--- config.mk ---
export PLATFORM = sky130hd
export DESIGN_NAME = entropy_collector
export DESIGN_NICKNAME = d
export VERILOG_FILES = /design/src/rtl/entropy_collector_pkg.sv /design/src/rtl/entropy_fifo.sv /design/src/rtl/entropy_collector.sv
export SDC_FILE = /design/constraint.sdc
export NUM_CORES = 1
export LEC_CHECK = 0
export BUFFER_PORTS_ARGS = -buffer_cell sky130_fd_sc_hd__buf_4
export CORE_AREA = 2 2 152 154
export DETAILED_ROUTE_END_ITERATION = 7
export DIE_AREA = 0 0 154 156
export PLACE_DENSITY = 0.87
export SLEW_MARGIN = 40
export SYNTH_ARGS = -nofsm -noshare
export SYNTH_HDL_FRONTEND = slang
export SYNTH_HIERARCHICAL = 1
export SYNTH_SLANG_ARGS = --single-unit
--- constraint.sdc ---
create_clock -name clk -period 7.2 [get_ports clk]
set_input_delay 0 -clock clk [delete_from_list [all_inputs] [get_ports clk]]
set_output_delay 0 -clock clk [all_outputs]
set_load 0.05 [all_outputs]
--- src/rtl/entropy_collector_pkg.sv ---
// entropy_collector_pkg: shared defaults and state type for the entropy collector
package entropy_collector_pkg;
    localparam int ENTROPY_WORD_W     = 64;
    localparam int ENTROPY_FIFO_DEPTH = 4;
    localparam int COLLECT_CNT_W      = 16;
    typedef enum logic [1:0] {WAIT_VALID, COLLECT, FAULT} collector_state_t;
endpackage

--- src/rtl/entropy_fifo.sv ---
// entropy_fifo: synchronous word FIFO with push/pop/flush for the entropy collector
//   clk, rst     clock and active-low synchronous reset
//   push_i       write data_i (ignored when full)
//   pop_i        drop head word (ignored when empty)
//   flush_i      empty the FIFO next cycle, overriding push/pop
//   data_o       head word, zero when empty
//   count_o      words held
//   empty_o      no words held
module entropy_fifo #(
    parameter int W     = 64,
    parameter int DEPTH = 4
) (
    input  logic                       clk,
    input  logic                       rst,
    input  logic                       push_i,
    input  logic                       pop_i,
    input  logic                       flush_i,
    input  logic [W-1:0]               data_i,
    output logic [W-1:0]               data_o,
    output logic [$clog2(DEPTH):0]     count_o,
    output logic                       empty_o
);
    localparam int PW = $clog2(DEPTH);
    localparam int CW = PW + 1;
    logic [W-1:0]  mem_q [DEPTH];
    logic [PW-1:0] wr_q, rd_q;
    logic [CW-1:0] cnt_q;
    logic          do_push, do_pop;
    assign empty_o = cnt_q == '0;
    assign do_push = push_i && cnt_q != CW'(DEPTH);
    assign do_pop  = pop_i && !empty_o;
    assign count_o = cnt_q;
    assign data_o  = empty_o ? '0 : mem_q[rd_q];
    // Pointers are power-of-two wide, so they wrap without explicit compare.
    always_ff @(posedge clk) begin
        if (!rst || flush_i) begin
            wr_q  <= '0;
            rd_q  <= '0;
            cnt_q <= '0;
        end else begin
            wr_q  <= wr_q + PW'(do_push);
            rd_q  <= rd_q + PW'(do_pop);
            cnt_q <= cnt_q + CW'(do_push) - CW'(do_pop);
        end
    end
    always_ff @(posedge clk) begin
        if (do_push) mem_q[wr_q] <= data_i;
    end
endmodule

--- src/rtl/entropy_collector.sv ---
// entropy_collector: packs health-tested entropy bits into words and buffers them for the conditioner
//   clk, rst       clock and active-low synchronous reset
//   bit_in         raw entropy bit
//   oht_valid      health test reached good-entropy status
//   oht_perm_fail  health test permanent failure
//   full           back-pressure; no bit accepted this cycle
//   out_data       FIFO head word (zero when empty)
//   out_valid      head word available
//   out_ready      downstream accepts out_data
//   fault          sticky permanent-failure flag
//   words_out      saturating count of words popped
module entropy_collector
    import entropy_collector_pkg::*;
#(
    parameter int WORD_W     = ENTROPY_WORD_W,
    parameter int FIFO_DEPTH = ENTROPY_FIFO_DEPTH,
    parameter int CNT_W      = COLLECT_CNT_W
) (
    input  logic              clk,
    input  logic              rst,
    input  logic              bit_in,
    input  logic              oht_valid,
    input  logic              oht_perm_fail,
    output logic              full,
    output logic [WORD_W-1:0] out_data,
    output logic              out_valid,
    input  logic              out_ready,
    output logic              fault,
    output logic [CNT_W-1:0]  words_out
);
    localparam int BW  = $clog2(WORD_W);
    localparam int FCW = $clog2(FIFO_DEPTH) + 1;
    collector_state_t  state_q, state_d;
    logic [WORD_W-1:0] shift_q, shift_d, word;
    logic [BW-1:0]     bcnt_q, bcnt_d;
    logic [CNT_W-1:0]  words_q, words_d;
    logic [FCW-1:0]    fifo_cnt;
    logic              fifo_empty, accept, word_done, pop, fault_entry;
    // A permanent failure pre-empts acceptance and popping in the same cycle.
    assign fault_entry = oht_perm_fail && state_q != FAULT;
    assign accept      = state_q == COLLECT && !full && !oht_perm_fail;
    assign word_done   = accept && bcnt_q == BW'(WORD_W - 1);
    assign pop         = out_valid && out_ready && !oht_perm_fail;
    assign word        = {shift_q[WORD_W-2:0], bit_in};
    assign words_out   = words_q;
    always_ff @(posedge clk) begin
        if (!rst) state_q <= WAIT_VALID;
        else      state_q <= state_d;
    end
    always_comb begin
        state_d = oht_perm_fail ? FAULT :
                  (state_q == WAIT_VALID && oht_valid) ? COLLECT : state_q;
    end
    // full and out_valid depend only on registered state.
    always_comb begin
        full      = fifo_cnt == FCW'(FIFO_DEPTH) || state_q == FAULT;
        out_valid = !fifo_empty && state_q != FAULT;
        fault     = state_q == FAULT;
    end
    always_comb begin
        shift_d = fault_entry ? '0 : accept ? word : shift_q;
        bcnt_d  = fault_entry ? '0 : word_done ? '0 : accept ? bcnt_q + 1'b1 : bcnt_q;
        words_d = (pop && words_q != '1) ? words_q + 1'b1 : words_q;
    end
    always_ff @(posedge clk) begin
        if (!rst) begin
            shift_q <= '0;
            bcnt_q  <= '0;
            words_q <= '0;
        end else begin
            shift_q <= shift_d;
            bcnt_q  <= bcnt_d;
            words_q <= words_d;
        end
    end
    entropy_fifo #(.W(WORD_W), .DEPTH(FIFO_DEPTH)) u_fifo (
        .clk     (clk),
        .rst     (rst),
        .push_i  (word_done),
        .pop_i   (pop),
        .flush_i (fault_entry),
        .data_i  (word),
        .data_o  (out_data),
        .count_o (fifo_cnt),
        .empty_o (fifo_empty)
    );
endmodule

==> reports/results.ini, run 1 <==
[cts]
cts_sinks=350
cts.htree.levels=1
root_buffer=clkbuf_16
cts_resized=0
clk_latency_ns=0.56
cts_buffers=31
cts_tree=done
ctsLongestPathBuffers=3
clkTransAtPathRegs_ns=0.06

[global_route]
antenna_found_initial=0
grt-ovfl-total=0
grt_pass1_wl_mm=39.7
grtUsageTotal=0.211
grt_max_degree=70
grt_pass1_vias=7261

[min_path]
hold_start=out_ready
holdPathStages=5
hold_class=in -> reg
min_to=words_out[1]

[synthesis]
synth_edf_count=256
ys_ff_latch=350
synthCells=854
yosysWarnings=6
yosys.area.top_type=edfxtp_1
netlist.area_leader.share=0.579
syn_nets=865
yosysMostFrequentCell=edfxtp_1
synthTopCellsByArea=edfxtp_1 58%, dfxtp_1 14%, mux4_2 11%
synth_cell_types=36
synth_area_um2=13300
syn_avg_cell_area_um2=15.6
yosysSeqAreaShare=0.720
netlist_top_cells_count=256 x edfxtp_1, 142 x nand2_1, 94 x dfxtp_1
async_reset_ff_frac=0
synthFlopType=edfxtp_1

[worst_setup_path]
cp-start-kind=register
path_class=reg -> reg
cp-end-kind=register
rr_endpoint=u_fifo/count_o[2]
r2r-start=u_fifo/count_o[2]
required_ns=7.64
cp_max_fo=69
r2r_slack_ns=3.62
arrival_ns=4.02
r2r_cells=13

[place]
portBuffers=88
dpl.hpwl_mm=14.2
place.gp.congestion=0.812
dp_cells=1197

[detailed_routing]
via_count=7287
firstDrtPassIters=5
wl_mm=25.1
drtIter0Drc=600
ant_nets=0
avgRoutedWirePerCell_um=19.9
drc_errors=0
vias_per_cell=5.79

[sta]
fmax_ghz=0.279
tightest_slew_ns=0.799
final_max_slew_viol_count=0
maxSlewHeadroom=0.463
tns_ns=0
clock_skew_ns=0.0190
rsz0062_at_grt=false
report.final.setup_viol=0
hold_viol_final=0
period_share=0.497
post-route-min-period_ns=3.58

[finish]
post-route-util=0.686
fill_cells=1383
syn_to_final_growth_pct=15.5
seqCellArea_um2=9580
layout-drive-gt1-share=0.234
final_cell_count_no_fill=1259
diodes=0
multi_input_area_um2=3510
nNetsFinal=960

[run]
maxCapViolCount=0

[floorplanning]
die_height_um=156
ioPinCount=89
start_util=0.594
coreArea_um2=22400
rows=55
chipWidth_um=154
die_area_um2=24000

[power_and_ir_drop]
ir_worst_vdd_mv=0.175
power.leakage_nw=5.49
powerDensity_nw_per_um2=246

[run_status]
status=completed

==> critical path, cell delays in order, from the launching register on <==
cell	delay (ns)
dfxtp_1	0.44
or3b_2	0.51
and3_2	0.21
buf_4	0.34
nand4_1	0.27
nor2_1	0.07
o31ai_1	0.21
inv_1	0.22
xnor2_1	0.19
ha_1	0.21
fa_1	0.38
xnor2_1	0.20
xnor2_1	0.14
nor2_1	0.05
==> power by group <==
| part | switching (mW) | internal, mW |
|---|---|---|
| sequential | 0.000654 | 2.13 |
| combinational | 0.0251 | 0.00748 |
| clock | 0.685 | 0.922 |
| total | 0.711 | 3.06 |
==> metrics by stage <==
step	hold slack, ns	cell area [um2]	setup WS, ns	power, mW
global route	0.108	15300	3.49	3.87
floorplan	0.0793	13300	0.627	2.20
finish	0.0993	15300	3.62	3.77
global placement	0.200	14200	3.73	2.21
CTS	0.0764	15300	3.64	3.80
detailed placement	0.204	14300	3.66	2.21
==> registers in the layout (all words and copies together), names as in the netlist <==
register and cells:
state_q 2, words_out 16, bcnt_q 6, u_fifo/wr_q 2, u_fifo/rd_q 2, shift_q 63
u_fifo/mem_q 256, u_fifo/count_o 3
==> kinds of logic after synthesis <==
logic type               count (synthesis)  synth area share
AO/OA/AOI/OAI                           78            0.0301
XOR/XNOR                                19            0.0125
adder cells (fa/ha/maj)                  5           0.00527
buffers and inverters                   53            0.0190
flip-flops                             350             0.720
multiplexers                            66             0.110
AND/OR/NAND/NOR                        283             0.103
==> cell usage in the layout (no fill, tap or decap), drive strengths merged <==
master       instances
o21ai                4
nor4                 5
dlygate4sd3          4
dfxtp               94
mux2i                2
mux4                64
o31ai                3
inv                  9
nand4                7
clkinv              12
xor2                 6
or4                  2
or4b                 1
nor3b                3
nor2                25
nand2b               3
or3b                 1
buf                103
fa                   1
ha                   4
edfxtp             256
or2b                 2
nand3                6
nor2b               65
nor4b                3
clkbuf              43
a21oi               70
or3                  3
o21bai               1
bufinv               2
xnor2               13
and2                 3
nor3                 8
nand2              142
and3                 4
==> metal layers <==
metal / vias up / part of all wire / global-route usage
met2: 259 / 0.52 / 0.369
met1: 3637 / 0.41 / 0.281
met5: - / 0 / 0
met3: 40 / 0.052 / 0.0269
li1: 3351 / - / -
met4: 0 / 0.021 / 0.0672
==> how the worst max path moves through the flow <==
stage	from	end	depth (start not counted)
finish	u_fifo/count_o[2]	u_fifo/count_o[2]	13
global route	u_fifo/count_o[2]	u_fifo/count_o[2]	13
floorplan	u_fifo/count_o[1]	u_fifo/mem_q[2][0]	7
global placement	u_fifo/count_o[1]	u_fifo/mem_q[3][32]	8
detailed placement	u_fifo/count_o[2]	u_fifo/count_o[2]	13
CTS	u_fifo/count_o[2]	u_fifo/count_o[2]	13
==> repair_timing <==
action	4_1_cts	5_1_grt
endpoints found under the setup margin	0	0
hold buffers	4	0
buffers inserted	0	0
endpoints found under the hold margin	23	0
==> cell type report <==
| cell class | count | share of cell area |
|---|---|---|
| Sequential cell | 350 | 0.624 |
| Multi-Input combinational cell | 451 | 0.229 |
| Clock buffer | 43 | 0.0574 |
| Timing Repair Buffer | 107 | 0.0565 |
| Tap cell | 285 | 0.0232 |
| Clock inverter | 15 | 0.00799 |
| Inverter | 8 | 0.00196 |
(Power assumes the default switching activity.)
==> inputs of run 2 (changes only) <==
--- a/config.mk
+++ b/config.mk
@@ -5,11 +5,12 @@
 export SDC_FILE = /design/constraint.sdc
 export NUM_CORES = 1
 export LEC_CHECK = 0
+export ABC_AREA = 1
 export BUFFER_PORTS_ARGS = -buffer_cell sky130_fd_sc_hd__buf_4
-export CORE_AREA = 2 2 152 154
+export CORE_AREA = 2 2 164 166
 export DETAILED_ROUTE_END_ITERATION = 7
-export DIE_AREA = 0 0 154 156
-export PLACE_DENSITY = 0.87
+export DIE_AREA = 0 0 166 168
+export PLACE_DENSITY = 0.82
 export SLEW_MARGIN = 40
 export SYNTH_ARGS = -nofsm -noshare
 export SYNTH_HDL_FRONTEND = slang
==> constraint.sdc (replaced) <==
create_clock -name clk -period 3.12 [get_ports clk]
set_input_delay 0 -clock clk [delete_from_list [all_inputs] [get_ports clk]]
set_output_delay 0 -clock clk [all_outputs]
set_load 0.05 [all_outputs]
==> reports/results.ini, run 2 <==
[min_path]
hold_class=in -> reg
hold_start=bit_in
min_to=u_fifo/mem_q[1][0]
holdPathStages=2  ; -3

[worst_setup_path]
r2r_cells=13  ; unchanged
r2r_slack_ns=0.65  ; -2.97 ns
rr_endpoint=u_fifo/count_o[2]
slowest_delay_ns=0.39  ; -0.12 ns
path_buf_inv=2  ; unchanged
arrival_ns=2.90  ; -1.12 ns
cp_num_cells=13  ; unchanged
r2r-start=bcnt_q[0]
cp-end-kind=register
cp_max_fo=6  ; -91%
path_class=reg -> reg
crit_slowest_cell=fa_1
cp-start-kind=register
crit_chain=ha_1 -> inv_1 -> nor3_4 -> nand2_1 -> nor2_1 -> nand2_2 -> nand3_1 -> nand2_1 -> ha_1 -> fa_1 -> inv_1 -> nand3_1 -> a21oi_1
path_delay_family=simple AND/OR/NAND/NOR gates
required_ns=3.55  ; -4.09 ns

[floorplanning]
chipWidth_um=166  ; +7.8%
ioPinCount=89  ; unchanged
die_area_um2=27900  ; +16%
start_util=0.527  ; -0.0670
die_height_um=168  ; +7.7%
rows=60  ; +9.1%
coreArea_um2=26400  ; +18%

[global_route]
grt-ovfl-total=0  ; unchanged
grt_pass1_wl_mm=46.8  ; +18%
antenna_found_initial=1  ; +1
grt_max_degree=131  ; +87%
grt_pass1_vias=9257  ; +27%
grtUsageTotal=0.206  ; -0.00563

[detailed_routing]
via_count=9575  ; +31%
avgRoutedWirePerCell_um=16.8  ; -16%
drc_errors=0  ; unchanged
vias_per_cell=5.49  ; -5.1%
drtIter0Drc=1002  ; +67%
ant_nets=0  ; unchanged
firstDrtPassIters=5  ; unchanged
wl_mm=29.3  ; +17%

[sta]
post-route-min-period_ns=2.47  ; -1.11 ns
tns_ns=0  ; unchanged
setup_slack_ns=0.652  ; -2.97 ns
tightest_slew_ns=0.767  ; -0.0328 ns
maxSlewHeadroom=0.489  ; +0.0264
hold_viol_final=0  ; unchanged
clock_skew_ns=0.0173  ; -0.00168 ns
report.final.setup_viol=0  ; unchanged
period_share=0.791  ; +0.294
final_max_slew_viol_count=0  ; unchanged
fmax_ghz=0.405  ; +45%
rsz0062_at_grt=false

[power_and_ir_drop]
powerDensity_nw_per_um2=574  ; +130%
ir_worst_vdd_mv=0.337  ; +93%
power.leakage_nw=5.44  ; -0.93%
power.total_mw=9.19  ; +140%

[synthesis]
synthFlopType=edfxtp_1
async_reset_ff_frac=0  ; unchanged
ys_ff_latch=350  ; unchanged
syn_nets=1310  ; +51%
synth_cell_types=34  ; -5.6%
synth_edf_count=256  ; unchanged
synthCells=1299  ; +52%
netlist_top_cells_count=437 x nor2_1, 256 x edfxtp_1, 123 x o21ai_0
yosysMostFrequentCell=nor2_1
yosysSeqAreaShare=0.689  ; -0.0313
yosysWarnings=6  ; unchanged
synthTopCellsByArea=edfxtp_1 55%, dfxtp_1 14%, nor2_1 12%
yosys.area.top_type=edfxtp_1
synth_area_um2=13900  ; +4.5%
netlist.area_leader.share=0.553  ; -0.0251
syn_avg_cell_area_um2=10.7  ; -31%

[finish]
syn_to_final_growth_pct=15.3
postLayoutCellArea_um2=16000  ; +4.3%
largest-register=u_fifo/mem_q
post-route-util=0.608  ; -0.0786
largest_reg_flops=256  ; unchanged
nNetsFinal=1388  ; +45%
layout-drive-gt1-share=0.131  ; -0.104
layout_common_cells=437 x nor2_1, 256 x edfxtp_1, 123 x o21ai_0
final_common_cell=nor2_1

[cts]
cts_resized=0  ; unchanged
cts_buffers=35  ; +13%
ctsLongestPathBuffers=3  ; unchanged
root_buffer=clkbuf_16
clk_latency_ns=0.51  ; -0.05 ns
cts.htree.levels=2  ; +1
clkTransAtPathRegs_ns=0.06  ; about the same
cts_sinks=350  ; unchanged
cts_tree=done

[place]
dpl.hpwl_mm=15.1  ; +6.2%
dp_slack_ns=0.676  ; -2.98 ns
portBuffers=88  ; unchanged
placed_area_um2=14800  ; +3.6%
place.gp.congestion=0.852  ; +4.9%

[run_status]
status=completed

[run]
maxCapViolCount=0  ; unchanged

[run 2: changes by cell type after synthesis, moves of 12 or more]
cell / before / now
nor2_1: 25 / 437
o21ai_0: 4 / 123
nand2_1: 142 / 67
o21ai_1: 0 / 73
nor2b_1: 65 / 0
mux4_2: 64 / 0
inv_1: 7 / 34
clkbuf_1: 31 / 8
buf_2: 7 / 29
nand3_1: 6 / 23
buf_6: 5 / 18
xnor2_1: 13 / 1
[run 2: worst max path at each step]
stage                          start            endpoint
after floorplan           state_q[1]  u_fifo/mem_q[2][0]
after global placement     bcnt_q[0]   u_fifo/count_o[2]
after detailed placement   bcnt_q[0]   u_fifo/count_o[2]
after CTS                  bcnt_q[0]   u_fifo/count_o[2]
after global routing       bcnt_q[0]   u_fifo/count_o[2]
final                      bcnt_q[0]   u_fifo/count_o[2]
[run 2: cell families (layout without fill, tap and decap cells)]
group / count (synthesis) / in the layout / share of synthesized area
fa+ha+maj: 5 / 5 / 0.00504
simple gates: 553 / 553 / 0.160
other cells: 0 / 1 / 0
compound gates: 278 / 278 / 0.101
buf+inv: 112 / 215 / 0.0450
xor+xnor: 1 / 1 / 0.000631
flops: 350 / 350 / 0.689
[run 2: final cells by class]
class	count	area (um2)
clock inverters	8	130
diodes	1	2.50
inverters	41	155
well taps	341	427
multi-input cells	837	3740
fillers	1967	10300
clock buffers	54	990
flip-flops and latches	350	9580
repair buffers	112	991
[run 2: metrics by stage]
step                      hold slack [ns]  cells
after global routing                0.321   1744
after floorplan                    0.0989   1299
after detailed placement            0.222   1674
final                               0.336   1744
after global placement              0.226   1674
after CTS                           0.305   1743
[run 2: repair_timing]
action | CTS | global route
hold buffers | 7 | 0
setup buffers | 0 | 0
endpoints found under the setup margin | 0 | 0
endpoints found under the hold margin | 25 | 0
[run 2: report_power, final]
group / internal (mW) / total [mW] / switching [mW]
registers: 4.95 / 4.97 / 0.0182
logic: 0.0431 / 0.130 / 0.0871
clock network: 2.45 / 4.09 / 1.64
total: 7.44 / 9.19 / 1.75
[run 2: per-layer routing]
metal,vias to the layer above,track usage,routed length (um)
li1,4587,-,-
met1,4597,0.263,11800
met5,-,0,0
met2,331,0.356,14800
met4,0,0.0696,733
met3,60,0.0386,2060
